--- config.mk ---
export PLATFORM = sky130hd
export DESIGN_NAME = fp_to_fixed_stream
export DESIGN_NICKNAME = d
export VERILOG_FILES = /design/src/rtl/fp2fx_pkg.sv /design/src/rtl/fp2fx_lane.sv /design/src/rtl/fp_to_fixed_stream.sv
export SDC_FILE = /design/constraint.sdc
export NUM_CORES = 1
export LEC_CHECK = 0
export ABC_CLOCK_PERIOD_IN_PS = 4100
export CORE_UTILIZATION = 52
export DETAILED_ROUTE_END_ITERATION = 6
export PLACE_DENSITY = 0.75
export SYNTH_ARGS = -nofsm -noshare
export SYNTH_HDL_FRONTEND = slang
export SYNTH_HIERARCHICAL = 1
export SYNTH_SLANG_ARGS = --single-unit
--- constraint.sdc ---
create_clock -name clk -period 4.1 [get_ports clk]
set_input_delay 0.82 -clock clk [delete_from_list [all_inputs] [get_ports clk]]
set_output_delay 0.82 -clock clk [all_outputs]
set_load 0.01 [all_outputs]
--- src/rtl/fp2fx_pkg.sv ---
// Shared constants, width helpers and the stage-1 lane record for the
// minifloat-to-fixed converter.
package fp2fx_pkg;

  localparam int DEF_EXP_W  = 4;
  localparam int DEF_MAN_W  = 4;
  localparam int DEF_BIAS   = 8;
  localparam int DEF_INT_W  = 6;
  localparam int DEF_FRAC_W = 11;
  localparam int DEF_LANES  = 1;

  // Fixed magnitude width so the record can be a plain package typedef;
  // any INT_W+FRAC_W up to 31 fits with the separate ovf bit.
  localparam int MAG_W = 32;

  function automatic int fp_w(input int exp_w, input int man_w);
    return 1 + exp_w + man_w;
  endfunction

  function automatic int q_w(input int int_w, input int frac_w);
    return 1 + int_w + frac_w;
  endfunction

  typedef struct packed {
    logic             sign;
    logic             zero;
    logic             ovf;
    logic [MAG_W-1:0] mag;
    logic             guard;
  } lane_rec_t;

endpackage

--- src/rtl/fp2fx_lane.sv ---
// Per-lane combinational logic: minifloat decode/shift into a lane record,
// and round-half-away/saturate of a registered record into signed fixed point.
module fp2fx_lane
  import fp2fx_pkg::*;
#(
  parameter int EXP_W  = DEF_EXP_W,
  parameter int MAN_W  = DEF_MAN_W,
  parameter int BIAS   = DEF_BIAS,
  parameter int INT_W  = DEF_INT_W,
  parameter int FRAC_W = DEF_FRAC_W
) (
  input  logic [fp_w(EXP_W, MAN_W)-1:0]         fp,
  output lane_rec_t                             rec,
  input  lane_rec_t                             rec_p1,
  output logic signed [q_w(INT_W, FRAC_W)-1:0]  q,
  output logic                                  sat
);

  localparam int FW     = fp_w(EXP_W, MAN_W);
  localparam int QW     = q_w(INT_W, FRAC_W);
  localparam int SH_OFS = FRAC_W - MAN_W - BIAS;

  localparam logic [MAG_W:0] ONE     = 1;
  localparam logic [MAG_W:0] LIM_NEG = ONE << (INT_W + FRAC_W);
  localparam logic [MAG_W:0] LIM_POS = LIM_NEG - ONE;

  function automatic lane_rec_t decode(input logic [FW-1:0] f);
    lane_rec_t        r;
    logic [EXP_W-1:0] e;
    logic [MAN_W:0]   sig;
    logic [63:0]      wide;
    int               sh;
    e    = f[FW-2 -: EXP_W];
    sig  = {1'b1, f[MAN_W-1:0]};
    sh   = int'(e) + SH_OFS;
    r    = '0;
    r.sign = f[FW-1];
    if (e == '0) begin
      r.zero = 1'b1;
    end else if (sh >= 0) begin
      wide  = 64'(sig) << sh;
      r.ovf = (sh > MAG_W) || ((wide >> MAG_W) != 64'd0);
      r.mag = MAG_W'(wide);
    end else begin
      // Extra LSB below the significand becomes the guard bit after the shift.
      wide    = (64'(sig) << 1) >> (-sh);
      r.mag   = MAG_W'(wide >> 1);
      r.guard = wide[0];
    end
    return r;
  endfunction

  function automatic logic [QW:0] round_sat(input lane_rec_t r);
    logic [MAG_W:0]  rnd;
    logic [QW-1:0]   qo;
    logic            so;
    rnd = {1'b0, r.mag} + {{MAG_W{1'b0}}, r.guard};
    qo  = '0;
    so  = 1'b0;
    if (!r.zero) begin
      if (!r.sign) begin
        if (r.ovf || (rnd > LIM_POS)) begin
          qo = QW'(LIM_POS);
          so = 1'b1;
        end else begin
          qo = QW'(rnd);
        end
      end else begin
        if (r.ovf || (rnd > LIM_NEG)) begin
          qo = QW'(-LIM_NEG);
          so = 1'b1;
        end else begin
          qo = QW'(-rnd);
        end
      end
    end
    return {so, qo};
  endfunction

  assign rec      = decode(fp);
  assign {sat, q} = round_sat(rec_p1);

endmodule

--- src/rtl/fp_to_fixed_stream.sv ---
// Two-stage valid/ready minifloat-to-fixed converter with LANES lanes.
// Define FP2FX_STATS_EN to build the saturation counter (sat_cnt/stat_clr).
module fp_to_fixed_stream
  import fp2fx_pkg::*;
#(
  parameter int EXP_W  = DEF_EXP_W,
  parameter int MAN_W  = DEF_MAN_W,
  parameter int BIAS   = DEF_BIAS,
  parameter int INT_W  = DEF_INT_W,
  parameter int FRAC_W = DEF_FRAC_W,
  parameter int LANES  = DEF_LANES
) (
  input  logic                                     clk,
  input  logic                                     rst_n,
  input  logic                                     in_valid,
  output logic                                     in_ready,
  input  logic [LANES*fp_w(EXP_W, MAN_W)-1:0]      in_fp,
  output logic                                     out_valid,
  input  logic                                     out_ready,
  output logic [LANES*q_w(INT_W, FRAC_W)-1:0]      out_q,
  output logic [LANES-1:0]                         out_sat,
  input  logic                                     stat_clr,
  output logic [15:0]                              sat_cnt
);

  localparam int FW = fp_w(EXP_W, MAN_W);
  localparam int QW = q_w(INT_W, FRAC_W);

  logic                  vld_p1, vld_p2;
  logic                  adv_p1, adv_p2;
  lane_rec_t             rec_p0 [LANES];
  lane_rec_t             rec_p1 [LANES];
  logic [LANES*QW-1:0]   q_rnd, q_p2;
  logic [LANES-1:0]      sat_rnd, sat_p2;

  for (genvar l = 0; l < LANES; l++) begin : g_lane
    fp2fx_lane #(
      .EXP_W  (EXP_W),
      .MAN_W  (MAN_W),
      .BIAS   (BIAS),
      .INT_W  (INT_W),
      .FRAC_W (FRAC_W)
    ) u_lane (
      .fp     (in_fp[l*FW +: FW]),
      .rec    (rec_p0[l]),
      .rec_p1 (rec_p1[l]),
      .q      (q_rnd[l*QW +: QW]),
      .sat    (sat_rnd[l])
    );
  end

  assign adv_p2   = !vld_p2 || out_ready;
  assign adv_p1   = !vld_p1 || adv_p2;
  assign in_ready = adv_p1;

  always_ff @(posedge clk or negedge rst_n) begin
    if (!rst_n) begin
      vld_p1 <= 1'b0;
      vld_p2 <= 1'b0;
      q_p2   <= '0;
      sat_p2 <= '0;
    end else begin
      if (adv_p1) vld_p1 <= in_valid;
      if (adv_p2) vld_p2 <= vld_p1;
      // stage 1 -> stage 2: rounded, saturated, signed result
      if (adv_p2 && vld_p1) begin
        q_p2   <= q_rnd;
        sat_p2 <= sat_rnd;
      end
    end
  end

  // input -> stage 1: magnitude, overflow and guard per lane
  always_ff @(posedge clk) begin
    if (adv_p1 && in_valid) rec_p1 <= rec_p0;
  end

  assign out_valid = vld_p2;
  assign out_q     = q_p2;
  assign out_sat   = sat_p2;

`ifdef FP2FX_STATS_EN
  function automatic logic [15:0] cnt_next(input logic [15:0] c, input logic [LANES-1:0] s);
    logic [16:0] sum;
    sum = {1'b0, c};
    for (int i = 0; i < LANES; i++) sum = sum + 17'(s[i]);
    return sum[16] ? 16'hFFFF : sum[15:0];
  endfunction

  logic [15:0] cnt_q;

  always_ff @(posedge clk or negedge rst_n) begin
    if (!rst_n)                      cnt_q <= '0;
    else if (stat_clr)               cnt_q <= '0;
    else if (out_valid && out_ready) cnt_q <= cnt_next(cnt_q, sat_p2);
  end

  assign sat_cnt = cnt_q;
`else
  logic unused_stat_clr;
  assign unused_stat_clr = stat_clr;
  assign sat_cnt         = '0;
`endif

endmodule

==> results summary, run 1 <==
Counting every instance in the synthesized netlist gives 444. The cell that appears most often on the critical path is ha_1. The number of sinks driven by the clock tree is 57.

The maximum number of buffers from clock root to sink came out at 2. The fmax came out at 0.2591 GHz. The final cell area excluding filler cells is 0.004820 mm².

Counting instances, the worst hold path has a depth of 1. The dominant synthesized flop cell is edfxtp_1. The final critical-path required period is 3.860 ns. The count of different cell masters after synthesis came out at 68. The DRC violation total after the first TritonRoute iteration is 230. The detail route stage leaves a number of antenna-violating nets equal to 0. The power density over the cells came out at 355.7 mW/mm². The tightest min-delay check is of the flop to flop type. The pre-CTS setup slack came out at 0.2734 ns.

Counting buffers and inverters, the worst setup path is 13 cells deep. The worst setup path is captured at a flop. The overall power is 1.715 mW.

After synthesis, the largest family of logic cells by area is simple AND/OR/NAND/NOR gates. Of the total synthesized cell area, the portion taken by full adders, half adders and majority gates is 0.01454. The number of enable flip-flop cells after synthesis is 36. The fraction of synthesis flops using an asynchronous set or reset pin came out at 0.3684. For this run, the share of the core covered by cells in the final layout is 0.6142. Across every metal layer, demand over resource in global routing totals 0.2019. The final setup violation count is 0.

The number of I/O pins is 51. The maximum fanout along the worst path came out at 17. The total cell area at the placement stage is 0.004548 mm². The number of buffers added by the clock tree synthesis step is 9. The global-route congestion overflow total is 0. The area enclosed by the die boundary is 0.008642 mm². The clock tree root driver cell is clkbuf_8.

The library cells used most frequently in the layout, excluding fill and tap cells, are 45 x nor2_1, 36 x edfxtp_1, 33 x clkdlybuf4s50_1. The multiplexer share of the synthesized area came out at 0.07357. The starting density of the core came out at 0.5483. The average detailed-routed wire length per instance is 14.00 µm. The via count of the first global-routing pass is 2,951.

The kind of cell with the highest combined delay along the critical path is compound AO/OA/AOI/OAI gates. The area overhead of the layout relative to synthesis came out at 12.01%. The antenna diode count is 0. The per-cell via count in the routed design is 5.554.

At the pin with the least slew margin, the transition time is 0.8842 ns. Of the total synthesized cell area, the portion taken by AND, OR, NAND and NOR gates is 0.2259. The reported leakage power came out at 1.826 nW.

The via count of the routed design is 3,227. The sequential element share of the synthesized area is 0.3734. The post-synthesis compound-gate area fraction was 0.1393. The post-synthesis average cell area is 9.691 µm². Of the cells placed in the final design, the portion with a size suffix greater than 1 is 0.1503. The placed wire-length estimate is 6.183 mm. The signal on the critical path passes through ha_1 > ha_1 > inv_1 > ha_1 > inv_1 > o32ai_2 > o211ai_1 > or3b_4 > or3_1 > a311o_1 > buf_4 > a221oi_1 > mux2_2.

The die is 92.97 µm tall. The pin count of the biggest net entering global routing came out at 37. The startpoint kind of the worst setup timing path is a flop. Between clock sinks in the finished design, the worst skew comes to 0.01136 ns. The clock-pin slew on the worst setup and hold paths came out at 0.07 ns.

The floorplan step defined a core boundary enclosing 0.007848 mm². The total buffers and inverters traversed by the critical path is 3. During synthesis, Yosys emitted a total of 6 warnings.

The number of iterations in the first detailed-routing pass is 5. The first global-routing pass estimated 13.81 mm of wire. The worst setup path is of the flop to flop kind. The library cell used most frequently in the layout, excluding fill and tap cells, is nor2_1. The worst path setup slack after routing came out at 0.2402 ns.

The largest stage delay on the critical path is 0.47 ns. The number of hold-slack violations in the final timing report was 0. The flow ran to the end, and the final reports show no timing, DRC or antenna violations. The final number of max-transition violations is 0.

The worst-case vdd ir drop is 185.5 µV. The arrival time of data at the critical path endpoint came out at 4.13 ns. The number of cell instances on the worst register-to-register path is 13. The worst slew margin relative to its limit came out at 0.4087.

The reported max-cap violation count came out at 0. The synthesized-area fraction occupied by xor and xnor cells came out at 0.07328. The count of standard-cell rows is 32. For this design, the slowest cell found on the critical path is or3b_4. The H-tree generated during clock tree synthesis spans 3 levels. The number of synthesized register bits came out at 57. The number of antenna violations at the first check in global routing is 0. The source-to-sink clock delay at the later pin of the worst-skew pair came out at 0.34 ns. The post-synth design cell area came out at 0.004303 mm². For the worst setup path, the data required time is 4.37 ns.

The routability congestion estimate from global placement is 0.8550. The ratio of final minimum period to clock period came out at 0.9414. For this run, the post-layout net count is 493. The horizontal die dimension is 92.97 µm. The detailed-route wire length is 8.134 mm. TritonCTS built the clock tree. Buffers placed on the I/O ports in this run total 33. The DRC violation count after routing is 0.
-- cells in the mapped netlist (10+ instances only) --
| cell type | instances | area share |
|---|---|---|
| nand3_1 | 17 | 0.020 |
| buf_4 | 36 | 0.063 |
| nand4_1 | 10 | 0.015 |
| a21oi_1 | 13 | 0.015 |
| inv_1 | 12 | 0.010 |
| mux2_2 | 13 | 0.034 |
| o21ai_0 | 10 | 0.012 |
| mux2_4 | 10 | 0.035 |
| xnor2_1 | 24 | 0.049 |
| and3_1 | 10 | 0.015 |
| nor2_1 | 45 | 0.039 |
| edfxtp_1 | 36 | 0.25 |
| dfrtp_1 | 21 | 0.12 |
| nand2_1 | 29 | 0.025 |
| xor2_1 | 12 | 0.024 |
| nor3_1 | 13 | 0.015 |
-- sequential cells by signal, indices dropped and copies added, names as in the netlist --
register and count:
rec_p1 36, out_valid 1, vld_p1 1, out_sat 1, out_q 18
-- through the flow --
stage / hold slack (ns) / setup TNS (ns) / cells
detailed placement: 0.4922 / 0 / 562
floorplan: 0.5118 / 0 / 472
global placement: 0.4871 / 0 / 562
global route: 0.5334 / -0.001046 / 581
finish: 0.5074 / 0 / 581
CTS: 0.5087 / 0 / 578
-- path summary, 6_finish.rpt --
kind / startpoint / end / slack, ns
worst max-delay path: rec_p1[0] / out_q[11] / 0.24
worst min-delay path: out_q[15] / out_q[15] / 0.51
worst max register to register: rec_p1[0] / out_q[11] / 0.24
worst min register to register: out_q[15] / out_q[15] / 0.51
max in group asynchronous: rst_n / out_valid / 2.57
min in group asynchronous: rst_n / out_q[0] / 0.98
-- kinds of logic (layout without fill, tap and decap cells) --
family,Yosys count,count (layout)
and+or+nand+nor,179,179
AOI/OAI and AO/OA,75,75
buffers and inverters,65,72
DFF,57,57
xor gates and xnor gates,36,36
muxes,25,25
adders and majority gates,5,5
other,2,30
-- final cells by class --
cell class | instances | area [µm²]
Fill cell | 675 | 3028
Multi-Input combinational cell | 350 | 2385
Timing Repair Buffer | 44 | 412.9
Clock buffer | 9 | 123.9
Inverter | 12 | 45.04
Clock inverter | 7 | 118.9
Tap cell | 102 | 127.6
Sequential cell | 57 | 1607
-- power breakdown --
group,switching (mW),leakage (nW),total [mW],internal [mW]
registers,0.0568,0.623,0.734,0.677
logic,0.177,1.09,0.353,0.176
clock network,0.225,0.115,0.628,0.403
-- timing repair --
action / in CTS / in global routing
resized for setup: 0 / 1
hold buffers: 0 / 0
endpoints found under the setup margin: 0 / 11
setup buffers: 0 / 3
-- metal layers --
metal / up-vias / part of all wire / global-route usage
li1: 1644 / - / -
met1: 1487 / 0.46 / 0.2535
met2: 82 / 0.48 / 0.3407
met3: 14 / 0.040 / 0.02956
met4: 0 / 0.020 / 0.09359
met5: - / 0 / 0
Power figures use the tool's default switching activity.
==> run 2: changes to the inputs <==
--- a/config.mk
+++ b/config.mk
@@ -5,10 +5,11 @@
 export SDC_FILE = /design/constraint.sdc
 export NUM_CORES = 1
 export LEC_CHECK = 0
-export ABC_CLOCK_PERIOD_IN_PS = 4100
-export CORE_UTILIZATION = 52
+export ABC_CLOCK_PERIOD_IN_PS = 4150
+export CAP_MARGIN = 20
+export CORE_UTILIZATION = 50
 export DETAILED_ROUTE_END_ITERATION = 6
-export PLACE_DENSITY = 0.75
+export PLACE_DENSITY = 0.73
 export SYNTH_ARGS = -nofsm -noshare
 export SYNTH_HDL_FRONTEND = slang
 export SYNTH_HIERARCHICAL = 1
==> constraint.sdc (replaced) <==
create_clock -name clk -period 4.15 [get_ports clk]
set_input_delay 0.83 -clock clk [delete_from_list [all_inputs] [get_ports clk]]
set_output_delay 0.83 -clock clk [all_outputs]
set_load 0.01 [all_outputs]
==> results summary, run 2 (same netlist as run 1, synthesis figures left out) <==
The flow ran to the end, and the final reports show no timing, DRC or antenna violations. The library cell used most frequently in the layout, excluding fill and tap cells, is nor2_1. The power spent charging and discharging nets came out at 467.6 µW (+2.0%). The required time at the worst-slack endpoint is 4.43 ns (+0.06 ns).

The per-cell via count in the routed design was 5.571 (+0.31%). The number of nets still failing antenna checks after routing is 0 (unchanged). The maximum number of buffers from clock root to sink is 2 (unchanged). TritonCTS built the clock tree. The routability congestion estimate from global placement is 0.8904 (+4.1%). The total core area is 0.008258 mm² (+5.2%). The via count of the routed design came out at 3,248 (+0.65%). The detailed-route wire length is 8.250 mm (+1.4%).

The slack of the worst reg-to-reg path came out at 0.27 ns (+0.03 ns). The type of the tightest min-delay check is flop to flop. The library cells used most frequently in the layout, excluding fill and tap cells, are 45 x nor2_1, 36 x edfxtp_1, 33 x clkdlybuf4s50_1.

The proportion of power drawn by the clock network is 0.348 (-0.018). The aggregate global-route resource usage came to 0.1921 (-0.009714). The net count of the finished layout is 492 (-0.20%). The clock tree root driver cell is clkbuf_8. The number of sinks driven by the clock tree is 57 (unchanged). The net switching share of the total power is 0.2841 (+0.01668). The starting density of the core came out at 0.5211 (-0.02725). The DRC violation total after the first TritonRoute iteration came to 241 (+4.8%).

The pin count of the biggest net entering global routing is 37 (unchanged). The startpoint identified for the worst register-to-register timing path is rec_p1[0]. The slew at the pin closest to its max-slew limit is 0.9077 ns (+0.02352 ns). The placed wire-length estimate came out at 6.093 mm (-1.5%). The reported leakage power is 1.802 nW (-1.3%). The number of iterations in the first detailed-routing pass came out at 5 (unchanged). The average detailed-routed wire length per instance is 14.15 µm (+1.1%). The arrival time of data at the critical path endpoint came out at 4.16 ns (+0.03 ns). The worst hold slack after final layout came out at 0.5034 ns (-0.003930 ns). The share of total power in sequential cells is 0.440 (+0.012). The count of standard-cell rows is 33 (+3.1%). The number of hold-slack violations in the final timing report is 0 (unchanged).

The global-route congestion overflow total came out at 0 (unchanged). The area enclosed by the die boundary came out at 0.008980 mm² (+3.9%). The maximum level of the CTS H-tree came out at 3 (unchanged). The fmax is 0.2577 GHz (-0.52%). The number of antenna violations at the first check in global routing came to 0 (unchanged). The critical path in this run is classified as flop to flop. In this run the most critical hold path is launched from out_q[11]. Setup repair after global routing left no endpoint under its margin. The worst setup path is captured at a flop. The source-to-sink clock delay at the later pin of the worst-skew pair was 0.35 ns (about the same). The share of the core filled with cells came out at 0.5811 (-0.03310). More flip-flops sit in one register than any other, and that register is rec_p1.

The final setup violation count came out at 0 (unchanged). The number of buffers added by the clock tree synthesis step is 9 (unchanged). The final number of max-transition violations came out at 0 (unchanged). The number of port buffers is 33 (unchanged). The final critical-path required period is 3.880 ns (+0.02004 ns). The power density over the cells is 343.0 mW/mm² (-3.6%). The number of I/O pins was 51 (unchanged). The DRC violation count after routing is 0 (unchanged). The reported max-cap violation count came out at 0 (unchanged). The height of the die is 94.77 µm (+1.9%). The number of flip-flops under the largest register name is 36 (unchanged).

The internal power of the cells is 1.178 mW (-6.2%). The worst-case vdd ir drop came to 187.1 µV (+0.86%). The worst clock skew on the final layout was 0.009549 ns (-0.001807 ns). The horizontal die dimension is 94.77 µm (+1.9%). The sum of negative setup slack came out at 0 ns (unchanged). In this run the worst setup path begins at rec_p1[0].

The clock-pin slew on the worst setup and hold paths is 0.07 ns (about the same). The maximum fanout along the worst path came to 17 (unchanged). The antenna diode count is 0 (unchanged).

The startpoint kind of the worst setup timing path is a flop. The portion of total power attributed to combinational logic is 0.212 (+0.006). The area overhead of the layout relative to synthesis came out at 11.51%. The fraction of final layout cells sized beyond drive strength 1 is 0.1506 (+0.0003145). The via count of the first global-routing pass came out at 2,947 (-0.14%). The global-route wire length before repair came out at 13.45 mm (-2.6%). The worst slew margin relative to its limit came out at 0.3930 (-0.01573). The ratio of final minimum period to clock period came out at 0.9349 (-0.006513).
-- run 2: cell type report --
cell class / count / area, µm²
clock buffer: 9 / 123.9
clock inverter: 7 / 95.09
fill: 709 / 3460
inverter: 12 / 45.04
multi-input combinational: 350 / 2391
sequential: 57 / 1607
tap: 105 / 131.4
timing repair buffer: 43 / 405.4
-- run 2: stage by stage --
step	cell area (µm²)	total power, mW	setup slack [ns]	std cells
CTS	4763	1.655	0.2136	580
finish	4798	1.646	0.2702	583
detailed placement	4544	1.082	0.2355	564
floorplan	4408	0.9875	0.5720	472
global route	4798	1.728	0.01192	583
global placement	4544	1.073	0.3184	564
-- run 2: power groups by stage --
stage / combinational, mW / sequential (mW) / clock [mW]
after CTS: 0.348 / 0.724 / 0.583
after detailed placement: 0.346 / 0.735 / 0
after global placement: 0.340 / 0.733 / 0
final: 0.349 / 0.724 / 0.572
after floorplan: 0.262 / 0.725 / 0
after global routing: 0.385 / 0.733 / 0.610
-- run 2: per-layer routing --
metal  vias up  track usage  wire, µm
met2        97       0.3165      3848
li1       1640            -         -
met1      1494       0.2398      3902
met4         0       0.1035       203
met3        17      0.03140       296
met5         -            0         0
-- run 2: timing repair --
item	in CTS	in global routing
endpoints found under the setup margin	0	15
setup buffers	0	3
hold buffers	0	0
gates resized for setup	0	2
-- run 2: final timing paths --
path	to	depth (start not counted)
max	out_q[13]	13
min	out_q[11]	1
max reg2reg	out_q[13]	13
min reg2reg	out_q[11]	1
max in group asynchronous	out_q[13]	1
min in group asynchronous	out_q[15]	1
-- run 2: critical path, stage by stage (launching register included) --
cell	delay (ns)
edfxtp_1	0.37
ha_1	0.28
ha_1	0.35
inv_1	0.11
ha_1	0.19
inv_1	0.07
o32ai_2	0.36
o211ai_1	0.21
or3b_4	0.47
or3_1	0.41
a311o_1	0.32
buf_4	0.21
a221oi_1	0.26
mux2_2	0.21
